## config.mk

```make
export PLATFORM = sky130hd
export DESIGN_NAME = approx_eval_sequencer
export DESIGN_NICKNAME = d
export VERILOG_FILES = /design/src/rtl/approx_eval_sequencer.sv
export SDC_FILE = /design/constraint.sdc
export NUM_CORES = 1
export LEC_CHECK = 0
export ABC_AREA = 1
export BUFFER_PORTS_ARGS = -buffer_cell sky130_fd_sc_hd__buf_2
export CAP_MARGIN = 20
export CORE_UTILIZATION = 54
export DETAILED_ROUTE_END_ITERATION = 16
export GPL_TIMING_DRIVEN = 0
export PLACE_DENSITY = 0.78
export SLEW_MARGIN = 15
export SYNTH_ARGS = -nofsm -noshare
export SYNTH_HDL_FRONTEND = slang
export SYNTH_SLANG_ARGS = --single-unit
export TNS_END_PERCENT = 10
```

## constraint.sdc

```tcl
create_clock -name clk -period 1.8 [get_ports clk]
set_input_delay 0.09 -clock clk [delete_from_list [all_inputs] [get_ports clk]]
set_output_delay 0.09 -clock clk [all_outputs]
set_load 0.01 [all_outputs]
```

## src/rtl/approx_eval_sequencer.sv

```systemverilog
// Exhaustive sweep controller: drives every input vector into an exact/approximate
// circuit pair, waits SETTLE cycles, then compares outputs and accumulates error stats.
module approx_eval_sequencer #(
    parameter int unsigned N_IN   = 5,
    parameter int unsigned N_OUT  = 2,
    parameter int unsigned SETTLE = 1,
    parameter int unsigned BW     = 7
) (
    input  logic              clk,
    input  logic              rst_n,
    input  logic              start_i,
    input  logic              abort_i,
    input  logic [N_OUT-1:0]  exact_i,
    input  logic [N_OUT-1:0]  approx_i,
    output logic [N_IN-1:0]   vec_o,
    output logic              busy_o,
    output logic              done_o,
    output logic [N_IN:0]     err_cnt_o,
    output logic [BW-1:0]     biterr_cnt_o,
    output logic [N_IN-1:0]   first_err_vec_o,
    output logic              first_err_valid_o
);

    localparam int unsigned SW = 4;
    localparam int unsigned EW = N_IN + 1;
    localparam logic [N_IN-1:0] VEC_LAST    = '1;
    localparam logic [SW-1:0]   SETTLE_LAST = SW'(SETTLE - 1);

    typedef enum logic [1:0] {
        ST_IDLE,
        ST_APPLY,
        ST_SAMPLE,
        ST_FINISH
    } state_e;

    state_e            state_q, state_d;
    logic [N_IN-1:0]   vec_q, vec_d;
    logic [SW-1:0]     settle_q, settle_d;
    logic              busy_q, busy_d;
    logic              done_q, done_d;
    logic [EW-1:0]     err_q, err_d;
    logic [BW-1:0]     biterr_q, biterr_d;
    logic [N_IN-1:0]   first_vec_q, first_vec_d;
    logic              first_valid_q, first_valid_d;

    logic [N_OUT-1:0]  diff_c;
    logic [BW-1:0]     popcnt_c;
    logic              mismatch_c;

    // Mismatch detection is combinational straight into the counters
    always_comb begin
        diff_c   = exact_i ^ approx_i;
        popcnt_c = '0;
        for (int i = 0; i < N_OUT; i++) begin
            popcnt_c = popcnt_c + BW'(diff_c[i]);
        end
        mismatch_c = |diff_c;
    end

    always_ff @(posedge clk or negedge rst_n) begin
        if (!rst_n) begin
            state_q       <= ST_IDLE;
            vec_q         <= '0;
            settle_q      <= '0;
            busy_q        <= 1'b0;
            done_q        <= 1'b0;
            err_q         <= '0;
            biterr_q      <= '0;
            first_vec_q   <= '0;
            first_valid_q <= 1'b0;
        end else begin
            state_q       <= state_d;
            vec_q         <= vec_d;
            settle_q      <= settle_d;
            busy_q        <= busy_d;
            done_q        <= done_d;
            err_q         <= err_d;
            biterr_q      <= biterr_d;
            first_vec_q   <= first_vec_d;
            first_valid_q <= first_valid_d;
        end
    end

    always_comb begin
        state_d       = state_q;
        vec_d         = vec_q;
        settle_d      = settle_q;
        err_d         = err_q;
        biterr_d      = biterr_q;
        first_vec_d   = first_vec_q;
        first_valid_d = first_valid_q;

        case (state_q)
            ST_IDLE: begin
                if (start_i) begin
                    state_d       = ST_APPLY;
                    vec_d         = '0;
                    settle_d      = '0;
                    err_d         = '0;
                    biterr_d      = '0;
                    first_vec_d   = '0;
                    first_valid_d = 1'b0;
                end
            end
            ST_APPLY: begin
                if (abort_i) begin
                    state_d = ST_IDLE;
                    vec_d   = '0;
                end else begin
                    settle_d = settle_q + SW'(1);
                    if (settle_q == SETTLE_LAST) begin
                        state_d = ST_SAMPLE;
                    end
                end
            end
            ST_SAMPLE: begin
                // Abort wins over the sample: the pending compare is dropped
                if (abort_i) begin
                    state_d = ST_IDLE;
                    vec_d   = '0;
                end else begin
                    if (mismatch_c) begin
                        err_d    = err_q + EW'(1);
                        biterr_d = biterr_q + popcnt_c;
                        if (!first_valid_q) begin
                            first_vec_d   = vec_q;
                            first_valid_d = 1'b1;
                        end
                    end
                    if (vec_q == VEC_LAST) begin
                        state_d = ST_FINISH;
                    end else begin
                        state_d  = ST_APPLY;
                        vec_d    = vec_q + N_IN'(1);
                        settle_d = '0;
                    end
                end
            end
            ST_FINISH: begin
                state_d = ST_IDLE;
                vec_d   = '0;
            end
            default: begin
                state_d = ST_IDLE;
                vec_d   = '0;
            end
        endcase

        busy_d = (state_d == ST_APPLY) || (state_d == ST_SAMPLE);
        done_d = (state_d == ST_FINISH);
    end

    assign vec_o             = vec_q;
    assign busy_o            = busy_q;
    assign done_o            = done_q;
    assign err_cnt_o         = err_q;
    assign biterr_cnt_o      = biterr_q;
    assign first_err_vec_o   = first_vec_q;
    assign first_err_valid_o = first_valid_q;

endmodule

```

**Word level (Yosys, flattened, before mapping)**

Index checks and enable logic that the tools add are counted.

- Output and inout port bits: 26
- Word-level logic and storage cells: 72
- Bits in registers: 32
- Input bits: 8

- Bitwise operators: 1
- Multiplexer cells: 32
- Add/sub/neg operators: 5
- Reductions and logical operators: 10
- Equality and inequality tests: 15

Operators with widths:

| cell | number |
|---|---|
| $mux 5 | 7 |
| $mux 7 | 3 |
| $pmux 5 s4 | 1 |
| $mux 6 | 3 |
| $mux 4 | 4 |
| $ne 2x2->1 const B | 7 |
| $pmux 7 s2 | 1 |
| $pmux 4 s3 | 1 |
| $pmux 6 s2 | 1 |
| $mux 2 | 5 |
| $pmux 5 s2 | 1 |
| $reduce_and 5->1 | 2 |
| $eq 2x2->1 const B | 4 |
| $pmux 2 s4 | 1 |
| $add 7x2->7 | 1 |
| $add 6x1->6 const B | 1 |
| $add 5x1->5 const B | 1 |
| $eq 5x5->1 const B | 1 |
| $add 4x1->4 const B | 1 |
| $eq 2x1->1 const B | 2 |
| $logic_not 4->1 | 1 |
| $reduce_and 4->1 | 1 |
| $mux 1 | 3 |
| $ne 3x3->1 const B | 1 |
| other kinds (9) | 9 |

**Logic depth before layout (Yosys ltp)**

Gate-level depths: netlist of run 1.

- Depth in word-level cells: 6
- Gate-level depth with buffers: 11
- Depth with buffers taken out: 11

**Least setup slack after synthesis of run 1**

Ideal clock, no wire load.

- Path type: flip-flop to flip-flop
- From: register vec_q[1] (netlist: vec_o[1])
- To: register busy_q (netlist: busy_o)
- Data arrival time: 1.539 ns
- Buffers on the path: 0
- Period minus slack after synthesis: 1.664 ns
- Cell stages (with the launch flop): 10
- Data required time: 1.674 ns
- Setup time: 0.126 ns
- Slack: 0.136 ns
- Cells stage by stage: dfrtp_1 ha_1 nand2_1 nor2_1 ha_1 nand2_1 nor2_1 inv_1 o21ai_0 ha_1

- Word-level cells in the longest chain between the ends: 6
- Elaborated cells between the ends (all ways): 7
- Those cells by class: 3 x eq/ne; 3 x mux; 1 x reduce/logical

RTL lines:

| element | RTL line | source |
|---|---|---|
| from (decl) | 37 | `logic [N_IN-1:0] vec_q, vec_d;` |
| from (signal assigned) | 73 | `vec_q <= vec_d;` |
| $eq 5x5->1 (*) | 130 | `if (vec_q == VEC_LAST) begin` |
| $mux 2 (*) | 130 |  |
| $mux 2 (*) | 118 | `if (abort_i) begin` |
| $pmux 2 s4 (*) | 93 | `case (state_q)` |
| net state_d[1] | 36 | `state_e state_q, state_d;` |
| $eq 2x1->1 or $eq 2x2->1 (tied branches) | 149 | `busy_d = (state_d == ST_APPLY) \|\| (state_d == ST_SAMPLE);` |
| $logic_or 1x1->1 (*) | 149 |  |
| net busy_d | 39 | `logic busy_q, busy_d;` |
| to (signal assigned) | 75 | `busy_q <= busy_d;` |
| to (decl) | 39 |  |

The timed path passes the listed nets; every way through them passes the cells marked *.
A chain may end at the register's enable or synchronous reset.

**Worst setup path after layout of run 1**

Same ends and word-level chain as after synthesis.

==> results of run 1 <==
## sequential cells by signal, indices dropped and copies added, names as in the netlist
name	flops
first_err_valid_o	1
err_cnt_o	6
state_q	2
busy_o	1
done_o	1
vec_o	5
first_err_vec_o	5
biterr_cnt_o	7
settle_q	4
## final cells by class
| class | count | share of cell area |
|---|---|---|
| inverter | 27 | 0.0500 |
| buffer | 4 | 0.0159 |
| tap | 44 | 0.0268 |
| clock buffer | 7 | 0.0317 |
| multi-input combinational | 150 | 0.396 |
| sequential | 32 | 0.390 |
| timing repair buffer | 35 | 0.0891 |
## how the worst min path moves through the flow
| stage | to |
|---|---|
| floorplan | biterr_cnt_o[0] |
| CTS | vec_o[3] |
| detailed placement | vec_o[2] |
| global route | vec_o[3] |
| global placement | vec_o[2] |
| finish | vec_o[3] |
## worst max-delay path: stages (launching register included)
cell and delay (ns):
sky130_fd_sc_hd__dfrtp_1 0.41, sky130_fd_sc_hd__ha_2 0.21, sky130_fd_sc_hd__nand2_2 0.06, sky130_fd_sc_hd__nor2_2 0.11, sky130_fd_sc_hd__ha_2 0.18, sky130_fd_sc_hd__nand2_2 0.06, sky130_fd_sc_hd__nor2_4 0.15, sky130_fd_sc_hd__inv_2 0.05
sky130_fd_sc_hd__o21ai_2 0.06, sky130_fd_sc_hd__ha_1 0.25
## metrics by stage
stage	worst slack, ns	TNS, ns
2_1_floorplan	0.136	0
3_3_place_gp	0.0258	0
3_5_place_dp	0.0159	0
4_1_cts	0.0516	0
5_1_grt	-0.000880	-0.000880
6_report	0.141	0
## metal layers
| metal | GRT usage | up-vias |
|---|---|---|
| met5 | 0 | - |
| li1 | - | 777 |
| met4 | 0.119 | 0 |
| met1 | 0.303 | 713 |
| met2 | 0.343 | 30 |
| met3 | 0.0484 | 7 |
## layout by cell type (no fill, tap or decap)
cell                            Yosys  layout
sky130_fd_sc_hd__nand2_1           52      50
sky130_fd_sc_hd__nand3_1           36      36
sky130_fd_sc_hd__buf_2              2      35
sky130_fd_sc_hd__dfrtp_1           32      32
sky130_fd_sc_hd__inv_1             23      22
sky130_fd_sc_hd__nor2_1            15      13
sky130_fd_sc_hd__o21ai_1            9       9
sky130_fd_sc_hd__o21ai_0            7       6
sky130_fd_sc_hd__nand4_1            6       6
sky130_fd_sc_hd__nand2_2            3       5
sky130_fd_sc_hd__ha_1               7       5
sky130_fd_sc_hd__clkbuf_4           0       5
sky130_fd_sc_hd__inv_2              3       4
sky130_fd_sc_hd__nor2_4             2       3
sky130_fd_sc_hd__nor2_2             1       2
sky130_fd_sc_hd__a21oi_1            2       2
sky130_fd_sc_hd__buf_6              2       2
sky130_fd_sc_hd__xnor2_1            2       2
sky130_fd_sc_hd__or2_2              2       2
sky130_fd_sc_hd__o21bai_1           2       2
sky130_fd_sc_hd__ha_2               0       2
sky130_fd_sc_hd__clkbuf_8           0       2
sky130_fd_sc_hd__o21ai_2            0       1
sky130_fd_sc_hd__o211ai_2           1       1
sky130_fd_sc_hd__clkinv_2           1       1
sky130_fd_sc_hd__xor2_1             1       1
sky130_fd_sc_hd__o21a_1             1       1
sky130_fd_sc_hd__fa_1               1       1
sky130_fd_sc_hd__dlygate4sd3_1      0       1
sky130_fd_sc_hd__buf_4              0       1
## logic make-up (layout without fill, tap and decap cells)
| kind of cell | after synthesis | in the layout | synth area share |
|---|---|---|---|
| simple gates | 117 | 117 | 0.307 |
| compound gates | 22 | 22 | 0.0726 |
| xor+xnor | 3 | 3 | 0.0152 |
| buf+inv | 31 | 73 | 0.0784 |
| fa+ha+maj | 8 | 8 | 0.0624 |
| flops | 32 | 32 | 0.464 |
## power by group through the flow
stage               combinational, W  sequential [W]  clock [W]
floorplan                   0.000399        0.000916          0
global placement            0.000569        0.000907          0
detailed placement          0.000586        0.000909          0
CTS                         0.000589        0.000896   0.000474
global route                0.000680        0.000913   0.000509
finish                      0.000597        0.000895   0.000469
## repair_timing
item / in CTS / in global routing
gates resized for setup: 1 / 9
hold buffers: 1 / 0
setup endpoints to repair: 1 / 6
setup buffers: 0 / 1
cloned: 0 / 0
pin swaps: 0 / 4
hold endpoints to repair: 32 / 0
==> impl_results.html, run 1 <==
<table>
<tr><th>Metric</th><th>Value</th></tr>
<tr><th colspan="2">Synth</th></tr>
<tr><td>Proportion of synthesized chip area in sequential cells</td><td>0.464</td></tr>
<tr><td>Syn. warnings</td><td>0</td></tr>
<tr><td>Fraction of synthesis flops using an asynchronous set or reset pin</td><td>1.00</td></tr>
<tr><td>Most used DFF post-synth</td><td>sky130_fd_sc_hd__dfrtp_1</td></tr>
<tr><td>Number of different library cells in the post-synthesis netlist</td><td>24</td></tr>
<tr><td>EDFF count, synth</td><td>0</td></tr>
<tr><td>Syn Area/Cell</td><td>~8.1 um2</td></tr>
<tr><td>Fraction of synthesized cell area taken by the top area cell type</td><td>0.464</td></tr>
<tr><td>Post-synth design cell area</td><td>about 1700 um2</td></tr>
<tr><td>Leading post-synthesis cells by instance count</td><td>sky130_fd_sc_hd__nand2_1 (52), sky130_fd_sc_hd__nand3_1 (36), sky130_fd_sc_hd__dfrtp_1 (32)</td></tr>
<tr><td>Most common cell in the synthesized netlist</td><td>sky130_fd_sc_hd__nand2_1</td></tr>
<tr><td>Cells after Synth</td><td>about 210</td></tr>
<tr><td>Post-synthesis sequential element count</td><td>32</td></tr>
<tr><td>Cell types with the largest area share after synthesis</td><td>sky130_fd_sc_hd__dfrtp_1 (46%), sky130_fd_sc_hd__nand2_1 (11%), sky130_fd_sc_hd__nand3_1 (10%), sky130_fd_sc_hd__ha_1 (5.1%), sky130_fd_sc_hd__inv_1 (5.0%)</td></tr>
<tr><td>Number of nets in the synthesized netlist</td><td>229</td></tr>
<tr><td>Largest area contributor in the synthesized netlist</td><td>sky130_fd_sc_hd__dfrtp_1</td></tr>
<tr><th colspan="2">Detailed routing</th></tr>
<tr><td>Antenna Violating Nets Remaining</td><td>0</td></tr>
<tr><td>Met1 routed wirelength after detailed routing</td><td>approximately 1700 um</td></tr>
<tr><td>Via count normalized by instance count</td><td>approximately 5.1</td></tr>
<tr><td>Average routed wire per standard cell</td><td>11.4 um</td></tr>
<tr><td>First drt pass iteration count</td><td>4</td></tr>
<tr><td>Routed met3 length</td><td>~110 um</td></tr>
<tr><td>Routed WL</td><td>approximately 3400 um</td></tr>
<tr><td>Detailed route wirelength on metal2</td><td>approximately 1500 um</td></tr>
<tr><td>Number of DRC markers in iteration 0</td><td>between 90 and 100</td></tr>
<tr><td>Vias after detailed routing</td><td>around 1500</td></tr>
<tr><td>Highest metal layer with signal wires</td><td>met4</td></tr>
<tr><td># DRC</td><td>0</td></tr>
<tr><th colspan="2">Pwr</th></tr>
<tr><td>Switching power total</td><td>~0.00073 W</td></tr>
<tr><td>Portion of total power attributed to the clock network</td><td>0.239</td></tr>
<tr><td>Sequential cell fraction of total power</td><td>0.456</td></tr>
<tr><td>Maximum vdd drop</td><td>671 uV</td></tr>
<tr><td>Net switching share of the total power</td><td>0.374</td></tr>
<tr><td>Combinational Power Share</td><td>0.305</td></tr>
<tr><td>Cell Pwr Density</td><td>roughly 960 nW/um2</td></tr>
<tr><td>Internal Power</td><td>0.00123 W</td></tr>
<tr><td>Final Power</td><td>0.00196 W</td></tr>
<tr><td>P_leak</td><td>roughly 1.1 nW</td></tr>
<tr><th colspan="2">GRT</th></tr>
<tr><td>Pin count of the biggest net entering global routing</td><td>33</td></tr>
<tr><td>Via count of the first global-routing pass</td><td>approximately 1300</td></tr>
<tr><td>Overall Global Routing Usage</td><td>0.225</td></tr>
<tr><td>Initial antenna violation count</td><td>0</td></tr>
<tr><td>Total congestion overflow</td><td>0</td></tr>
<tr><td>Wire length of the first global-routing pass</td><td>5680 um</td></tr>
<tr><th colspan="2">Clock network</th></tr>
<tr><td>Number of sinks driven by the clock tree</td><td>32</td></tr>
<tr><td>Bufs on Longest Clock Path</td><td>2</td></tr>
<tr><td>H-tree level count</td><td>2</td></tr>
<tr><td>Clock root buffer</td><td>sky130_fd_sc_hd__clkbuf_4</td></tr>
<tr><td>Clock-pin transition on the worst setup and hold timing paths</td><td>0.10 ns</td></tr>
<tr><td>TritonCTS clock tree</td><td>yes</td></tr>
<tr><td>Clock network latency to the later pin of the worst-skew pair</td><td>approximately 0.34 ns</td></tr>
<tr><td>Number of clock buffers inserted by TritonCTS</td><td>5</td></tr>
<tr><th colspan="2">Final layout</th></tr>
<tr><td>FF+latch area</td><td>around 800 um2</td></tr>
<tr><td>Total inserted antenna cells</td><td>0</td></tr>
<tr><td>Final design area excluding fillers</td><td>2050 um2</td></tr>
<tr><td>Net count reported at finish</td><td>approximately 270</td></tr>
<tr><td>Multi-input gate area in the final layout</td><td>approximately 810 um2</td></tr>
<tr><td>Share of post-route cells with drive strength above 1</td><td>0.259</td></tr>
<tr><td>Finished Layout Cells</td><td>roughly 300</td></tr>
<tr><td>Area growth from synthesis to layout</td><td>18.9%</td></tr>
<tr><td>Post-layout utilization of the core</td><td>0.672</td></tr>
<tr><td>Final-layout fill cell count</td><td>approximately 280</td></tr>
<tr><th colspan="2">Outcome</th></tr>
<tr><td>Outcome</td><td>finished, final reports clean</td></tr>
<tr><th colspan="2">Timing</th></tr>
<tr><td>Fin. Hold Viols</td><td>0</td></tr>
<tr><td>Final critical-path required period</td><td>roughly 1.7 ns</td></tr>
<tr><td>Fin crit share</td><td>0.922</td></tr>
<tr><td>Worst Hold Slack</td><td>around 0.010 ns</td></tr>
<tr><td>Count of endpoints failing setup in the final report</td><td>0</td></tr>
<tr><td>Clock Skew</td><td>approximately 0.011 ns</td></tr>
<tr><td>FMAX</td><td>approximately 600 MHz</td></tr>
<tr><td>Worst slew margin relative to its limit</td><td>0.530</td></tr>
<tr><td>Pin slew with the least headroom to its limit</td><td>between 0.7 and 0.8 ns</td></tr>
<tr><td>Final count of pins violating max slew</td><td>0</td></tr>
<tr><th colspan="2">Placed design</th></tr>
<tr><td>Port Buf Inserts</td><td>33</td></tr>
<tr><td>Area after DPL</td><td>between 1500 and 2000 um2</td></tr>
<tr><td>Post-placement cell count</td><td>between 200 and 300</td></tr>
<tr><td>Global placer's final weighted congestion</td><td>0.798</td></tr>
<tr><td>Half-perimeter wire length of the detailed placement result</td><td>roughly 2400 um</td></tr>
<tr><th colspan="2">Critical path</th></tr>
<tr><td>Arrival time at the worst endpoint</td><td>around 1.9 ns</td></tr>
<tr><td>Reg-to-Reg Start</td><td>vec_o[1]</td></tr>
<tr><td>Critical path data required time</td><td>slightly above 2 ns</td></tr>
<tr><td>R2r worst-path depth</td><td>9</td></tr>
<tr><td>Worst-case register-to-register setup slack</td><td>roughly 0.14 ns</td></tr>
<tr><td>Critical path start-end classification</td><td>reg2reg</td></tr>
<tr><td>Critical Path Start Type</td><td>flop</td></tr>
<tr><td>Crit-path max FO</td><td>5</td></tr>
<tr><td>Kind of end point of the critical path</td><td>flop</td></tr>
<tr><td>Critical Path Start</td><td>vec_o[1]</td></tr>
<tr><td>Termination of the worst setup path</td><td>busy_o</td></tr>
<tr><td>FF-to-FF End</td><td>busy_o</td></tr>
<tr><th colspan="2">Floorplanning</th></tr>
<tr><td>Die width</td><td>approximately 59 um</td></tr>
<tr><td>Initial standard-cell utilization of the core</td><td>0.565</td></tr>
<tr><td>Die outline area</td><td>about 3400 um2</td></tr>
<tr><td>Row Count</td><td>20</td></tr>
<tr><td>Area of the placeable core</td><td>just over 3000 um2</td></tr>
<tr><td>Ports</td><td>34</td></tr>
<tr><td>Chip Height</td><td>between 50 and 60 um</td></tr>
<tr><th colspan="2">Min path</th></tr>
<tr><td>Hold Crit Start</td><td>abort_i</td></tr>
<tr><td>Worst hold path type</td><td>in2reg</td></tr>
<tr><td>Hold Path Cell Cnt</td><td>4</td></tr>
<tr><th colspan="2">Job</th></tr>
<tr><td>Max Cap Viol</td><td>0</td></tr>
</table>
Power figures use the tool's default switching activity.
==> run 2: changes to the inputs <==
Settings changed: ABC_AREA 1 to unset, CORE_UTILIZATION 54 to 45, PLACE_DENSITY 0.78 to 0.68.
==> run 2 against run 1 <==
  * Worst setup slack got worse by 0.084 ns
  * Global-route usage down 1.9 points
  * First-iteration DRC count shrank 57%
  * Register-to-register slack worse by 0.08 ns
  * Critical endpoint is now vec_o[3]
==> impl_results.html, run 2 <==
<table>
<tr><th>Metric</th><th>Value</th></tr>
<tr><th colspan="2">Critical path</th></tr>
<tr><td>Kind of end point of the critical path</td><td>flop</td></tr>
<tr><td>Critical path start-end classification</td><td>reg2reg</td></tr>
<tr><td>Arrival time at the worst endpoint</td><td>2.01 ns</td></tr>
<tr><td>R2r worst-path depth</td><td>6</td></tr>
<tr><td>Critical path data required time</td><td>between 2 and 2.5 ns</td></tr>
<tr><td>Critical Path Start Type</td><td>flop</td></tr>
<tr><td>Crit-path max FO</td><td>8</td></tr>
<tr><th colspan="2">Pwr</th></tr>
<tr><td>Maximum vdd drop</td><td>566 uV</td></tr>
<tr><td>Sequential cell fraction of total power</td><td>0.454</td></tr>
<tr><td>Switching power total</td><td>0.000713 W</td></tr>
<tr><td>P_leak</td><td>approximately 1.1 nW</td></tr>
<tr><td>Portion of total power attributed to the clock network</td><td>0.216</td></tr>
<tr><td>Net switching share of the total power</td><td>0.358</td></tr>
<tr><td>Cell Pwr Density</td><td>just over 1000 nW/um2</td></tr>
<tr><td>Combinational Power Share</td><td>0.330</td></tr>
<tr><td>Internal Power</td><td>approximately 0.0013 W</td></tr>
<tr><th colspan="2">GRT</th></tr>
<tr><td>Initial antenna violation count</td><td>0</td></tr>
<tr><td>Via count of the first global-routing pass</td><td>roughly 1400</td></tr>
<tr><td>Pin count of the biggest net entering global routing</td><td>33</td></tr>
<tr><td>Total congestion overflow</td><td>0</td></tr>
<tr><td>Wire length of the first global-routing pass</td><td>just over 6000 um</td></tr>
<tr><td>Overall Global Routing Usage</td><td>0.206</td></tr>
<tr><th colspan="2">Synth</th></tr>
<tr><td>Post-synthesis sequential element count</td><td>32</td></tr>
<tr><td>Syn. warnings</td><td>0</td></tr>
<tr><td>Post-synth design cell area</td><td>1640 um2</td></tr>
<tr><td>Most common cell in the synthesized netlist</td><td>sky130_fd_sc_hd__dfrtp_1</td></tr>
<tr><td>Number of nets in the synthesized netlist</td><td>170</td></tr>
<tr><td>Largest area contributor in the synthesized netlist</td><td>sky130_fd_sc_hd__dfrtp_1</td></tr>
<tr><td>EDFF count, synth</td><td>0</td></tr>
<tr><td>Cell types with the largest area share after synthesis</td><td>sky130_fd_sc_hd__dfrtp_1 (49%), sky130_fd_sc_hd__ha_1 (5.3%), sky130_fd_sc_hd__nand2_1 (4.1%), sky130_fd_sc_hd__a22o_1 (3.2%), sky130_fd_sc_hd__nand3_1 (2.7%)</td></tr>
<tr><td>Cells after Synth</td><td>around 150</td></tr>
<tr><td>Fraction of synthesized cell area taken by the top area cell type</td><td>0.489</td></tr>
<tr><td>Fraction of synthesis flops using an asynchronous set or reset pin</td><td>1.00</td></tr>
<tr><td>Proportion of synthesized chip area in sequential cells</td><td>0.489</td></tr>
<tr><td>Number of different library cells in the post-synthesis netlist</td><td>39</td></tr>
<tr><td>Most used DFF post-synth</td><td>sky130_fd_sc_hd__dfrtp_1</td></tr>
<tr><td>Leading post-synthesis cells by instance count</td><td>sky130_fd_sc_hd__dfrtp_1 (32), sky130_fd_sc_hd__nand2_1 (18), sky130_fd_sc_hd__nor2_1 (11)</td></tr>
<tr><td>Syn Area/Cell</td><td>10.6 um2</td></tr>
<tr><th colspan="2">Placed design</th></tr>
<tr><td>Area after DPL</td><td>between 1500 and 2000 um2</td></tr>
<tr><td>Port Buf Inserts</td><td>33</td></tr>
<tr><td>Half-perimeter wire length of the detailed placement result</td><td>roughly 2500 um</td></tr>
<tr><td>Post-placement cell count</td><td>233</td></tr>
<tr><td>Global placer's final weighted congestion</td><td>0.717</td></tr>
<tr><th colspan="2">Timing</th></tr>
<tr><td>FMAX</td><td>574 MHz</td></tr>
<tr><td>Final critical-path required period</td><td>between 1.5 and 2 ns</td></tr>
<tr><td>Worst slew margin relative to its limit</td><td>0.534</td></tr>
<tr><td>Final count of pins violating max slew</td><td>0</td></tr>
<tr><td>Fin. Hold Viols</td><td>0</td></tr>
<tr><td>Count of endpoints failing setup in the final report</td><td>0</td></tr>
<tr><td>Final setup TNS</td><td>0 ns</td></tr>
<tr><td>Clock Skew</td><td>roughly 0.0043 ns</td></tr>
<tr><td>Pin slew with the least headroom to its limit</td><td>roughly 0.70 ns</td></tr>
<tr><td>RSZ-0062 raised after global routing</td><td>true</td></tr>
<tr><td>Fin crit share</td><td>0.968</td></tr>
<tr><th colspan="2">Final layout</th></tr>
<tr><td>Post-layout utilization of the core</td><td>0.577</td></tr>
<tr><td>Final design area excluding fillers</td><td>around 2000 um2</td></tr>
<tr><td>Net count reported at finish</td><td>roughly 220</td></tr>
<tr><td>Share of post-route cells with drive strength above 1</td><td>0.310</td></tr>
<tr><td>Total inserted antenna cells</td><td>0</td></tr>
<tr><td>Finished Layout Cells</td><td>about 250</td></tr>
<tr><td>Area growth from synthesis to layout</td><td>20.3%</td></tr>
<tr><td>Largest register FFs</td><td>7</td></tr>
<tr><td>Most used cells in the layout excluding fill and tap cells</td><td>sky130_fd_sc_hd__buf_2 (34), sky130_fd_sc_hd__dfrtp_1 (32), sky130_fd_sc_hd__nand2_1 (18)</td></tr>
<tr><td>Most common cell after layout, fill and taps aside</td><td>sky130_fd_sc_hd__buf_2</td></tr>
<tr><th colspan="2">Detailed routing</th></tr>
<tr><td>Average routed wire per standard cell</td><td>approximately 14 um</td></tr>
<tr><td># DRC</td><td>0</td></tr>
<tr><td>Via count normalized by instance count</td><td>5.53</td></tr>
<tr><td>First drt pass iteration count</td><td>4</td></tr>
<tr><td>Vias after detailed routing</td><td>between 1000 and 1500</td></tr>
<tr><td>Number of DRC markers in iteration 0</td><td>40</td></tr>
<tr><td>Antenna Violating Nets Remaining</td><td>0</td></tr>
<tr><td>Routed WL</td><td>between 3000 and 4000 um</td></tr>
<tr><th colspan="2">Min path</th></tr>
<tr><td>Hold Path Cell Cnt</td><td>2</td></tr>
<tr><td>Worst hold path type</td><td>in2reg</td></tr>
<tr><th colspan="2">Clock network</th></tr>
<tr><td>H-tree level count</td><td>2</td></tr>
<tr><td>TritonCTS clock tree</td><td>yes</td></tr>
<tr><td>Clock root buffer</td><td>sky130_fd_sc_hd__clkbuf_4</td></tr>
<tr><td>Number of sinks driven by the clock tree</td><td>32</td></tr>
<tr><td>Number of clock buffers inserted by TritonCTS</td><td>5</td></tr>
<tr><td>Bufs on Longest Clock Path</td><td>2</td></tr>
<tr><td>Clock-pin transition on the worst setup and hold timing paths</td><td>about 0.10 ns</td></tr>
<tr><td>Clock network latency to the later pin of the worst-skew pair</td><td>0.33 ns</td></tr>
<tr><th colspan="2">Job</th></tr>
<tr><td>Max Cap Viol</td><td>0</td></tr>
<tr><th colspan="2">Floorplanning</th></tr>
<tr><td>Area of the placeable core</td><td>approximately 3400 um2</td></tr>
<tr><td>Row Count</td><td>21</td></tr>
<tr><td>Ports</td><td>34</td></tr>
<tr><td>Initial standard-cell utilization of the core</td><td>0.480</td></tr>
<tr><td>Die width</td><td>approximately 62 um</td></tr>
<tr><td>Chip Height</td><td>62.4 um</td></tr>
<tr><td>Die outline area</td><td>roughly 4000 um2</td></tr>
<tr><th colspan="2">Outcome</th></tr>
<tr><td>Outcome</td><td>finished, final reports clean</td></tr>
</table>
## run 2: cell types whose count changed in the layout (fill, tap and decap cells not counted), moves of 4 or more
cell / change
sky130_fd_sc_hd__nand4_1: -4
sky130_fd_sc_hd__inv_1: -19
sky130_fd_sc_hd__nand2_2: -5
sky130_fd_sc_hd__a22o_1: +6
sky130_fd_sc_hd__o21ai_1: -7
sky130_fd_sc_hd__nand3_1: -27
sky130_fd_sc_hd__nand2_1: -32
sky130_fd_sc_hd__inv_2: -4
sky130_fd_sc_hd__and3_1: +4
sky130_fd_sc_hd__nand2b_1: +5
## run 2: metal layers
layer / global-route usage / up-vias / wire length [um]
met5: 0 / - / 0
met4: 0.0988 / 0 / 85
met3: 0.0368 / 10 / 152
met2: 0.372 / 33 / 1710
met1: 0.234 / 666 / 1530
li1: - / 652 / -
## run 2: logic make-up (layout without fill, tap and decap cells)
group                    count (synthesis)  count (layout)  synth area share
multiplexers                             6               6            0.0389
XOR/XNOR                                 2               2            0.0107
AND/OR/NAND/NOR                         62              62             0.195
flip-flops                              32              32             0.489
AO/OA/AOI/OAI                           36              36             0.173
buffers and inverters                    8              54            0.0282
adder cells (fa/ha/maj)                  8               8            0.0656
## run 2: worst max-delay path, cell delays in order, from the launching register on
cell	delay, ns
sky130_fd_sc_hd__dfrtp_1	0.41
sky130_fd_sc_hd__ha_2	0.21
sky130_fd_sc_hd__and3_1	0.18
sky130_fd_sc_hd__ha_2	0.20
sky130_fd_sc_hd__o2bb2ai_2	0.17
sky130_fd_sc_hd__or3_1	0.36
sky130_fd_sc_hd__a21oi_2	0.16
## run 2: final cells by class
cell class | instances | area (um2)
fill | 316 | 1440
sequential | 32 | 801
multi-input combinational | 114 | 801
timing repair buffer | 38 | 205
tap | 46 | 57.6
clock buffer | 6 | 51.3
buffer | 5 | 35.0
inverter | 3 | 11.3
clock inverter | 2 | 10.0
## run 2: power by group through the flow
stage / Combinational (W) / Clock (W) / Sequential [W]
floorplan: 0.000433 / 0 / 0.000929
global placement: 0.000603 / 0 / 0.000914
detailed placement: 0.000632 / 0 / 0.000923
CTS: 0.000655 / 0.000441 / 0.000903
global route: 0.000740 / 0.000469 / 0.000919
finish: 0.000656 / 0.000429 / 0.000903
## run 2: timing repair
| action | CTS | global route |
|---|---|---|
| gates resized for setup | 2 | 1 |
| endpoints found under the hold margin | 32 | 0 |
| buffers inserted | 2 | 2 |
| endpoints found under the setup margin | 2 | 5 |
| gates cloned | 0 | 0 |
| hold buffers | 1 | 0 |
| pin swaps | 1 | 1 |
## run 2: path summary, 6_finish.rpt
| check | slack [ns] | from | end |
|---|---|---|---|
| min in group asynchronous | 0.33 | rst_n | biterr_cnt_o[1] |
| min | 0.06 | abort_i | state_q[1] |
| max in group asynchronous | 1.03 | rst_n | vec_o[0] |
| min reg2reg | 0.50 | first_err_vec_o[0] | first_err_vec_o[0] |
| max | 0.06 | vec_o[0] | vec_o[3] |
| max reg2reg | 0.06 | vec_o[0] | vec_o[3] |
## run 2: stage by stage
step                hold slack, ns  power [W]  setup slack (ns)
global route                0.0801    0.00213           -0.0263
floorplan                   -0.206    0.00136            0.0343
detailed placement           0.182    0.00155            -0.121
finish                      0.0647    0.00199            0.0569
global placement             0.170    0.00152           -0.0325
CTS                         0.0666    0.00200            0.0151
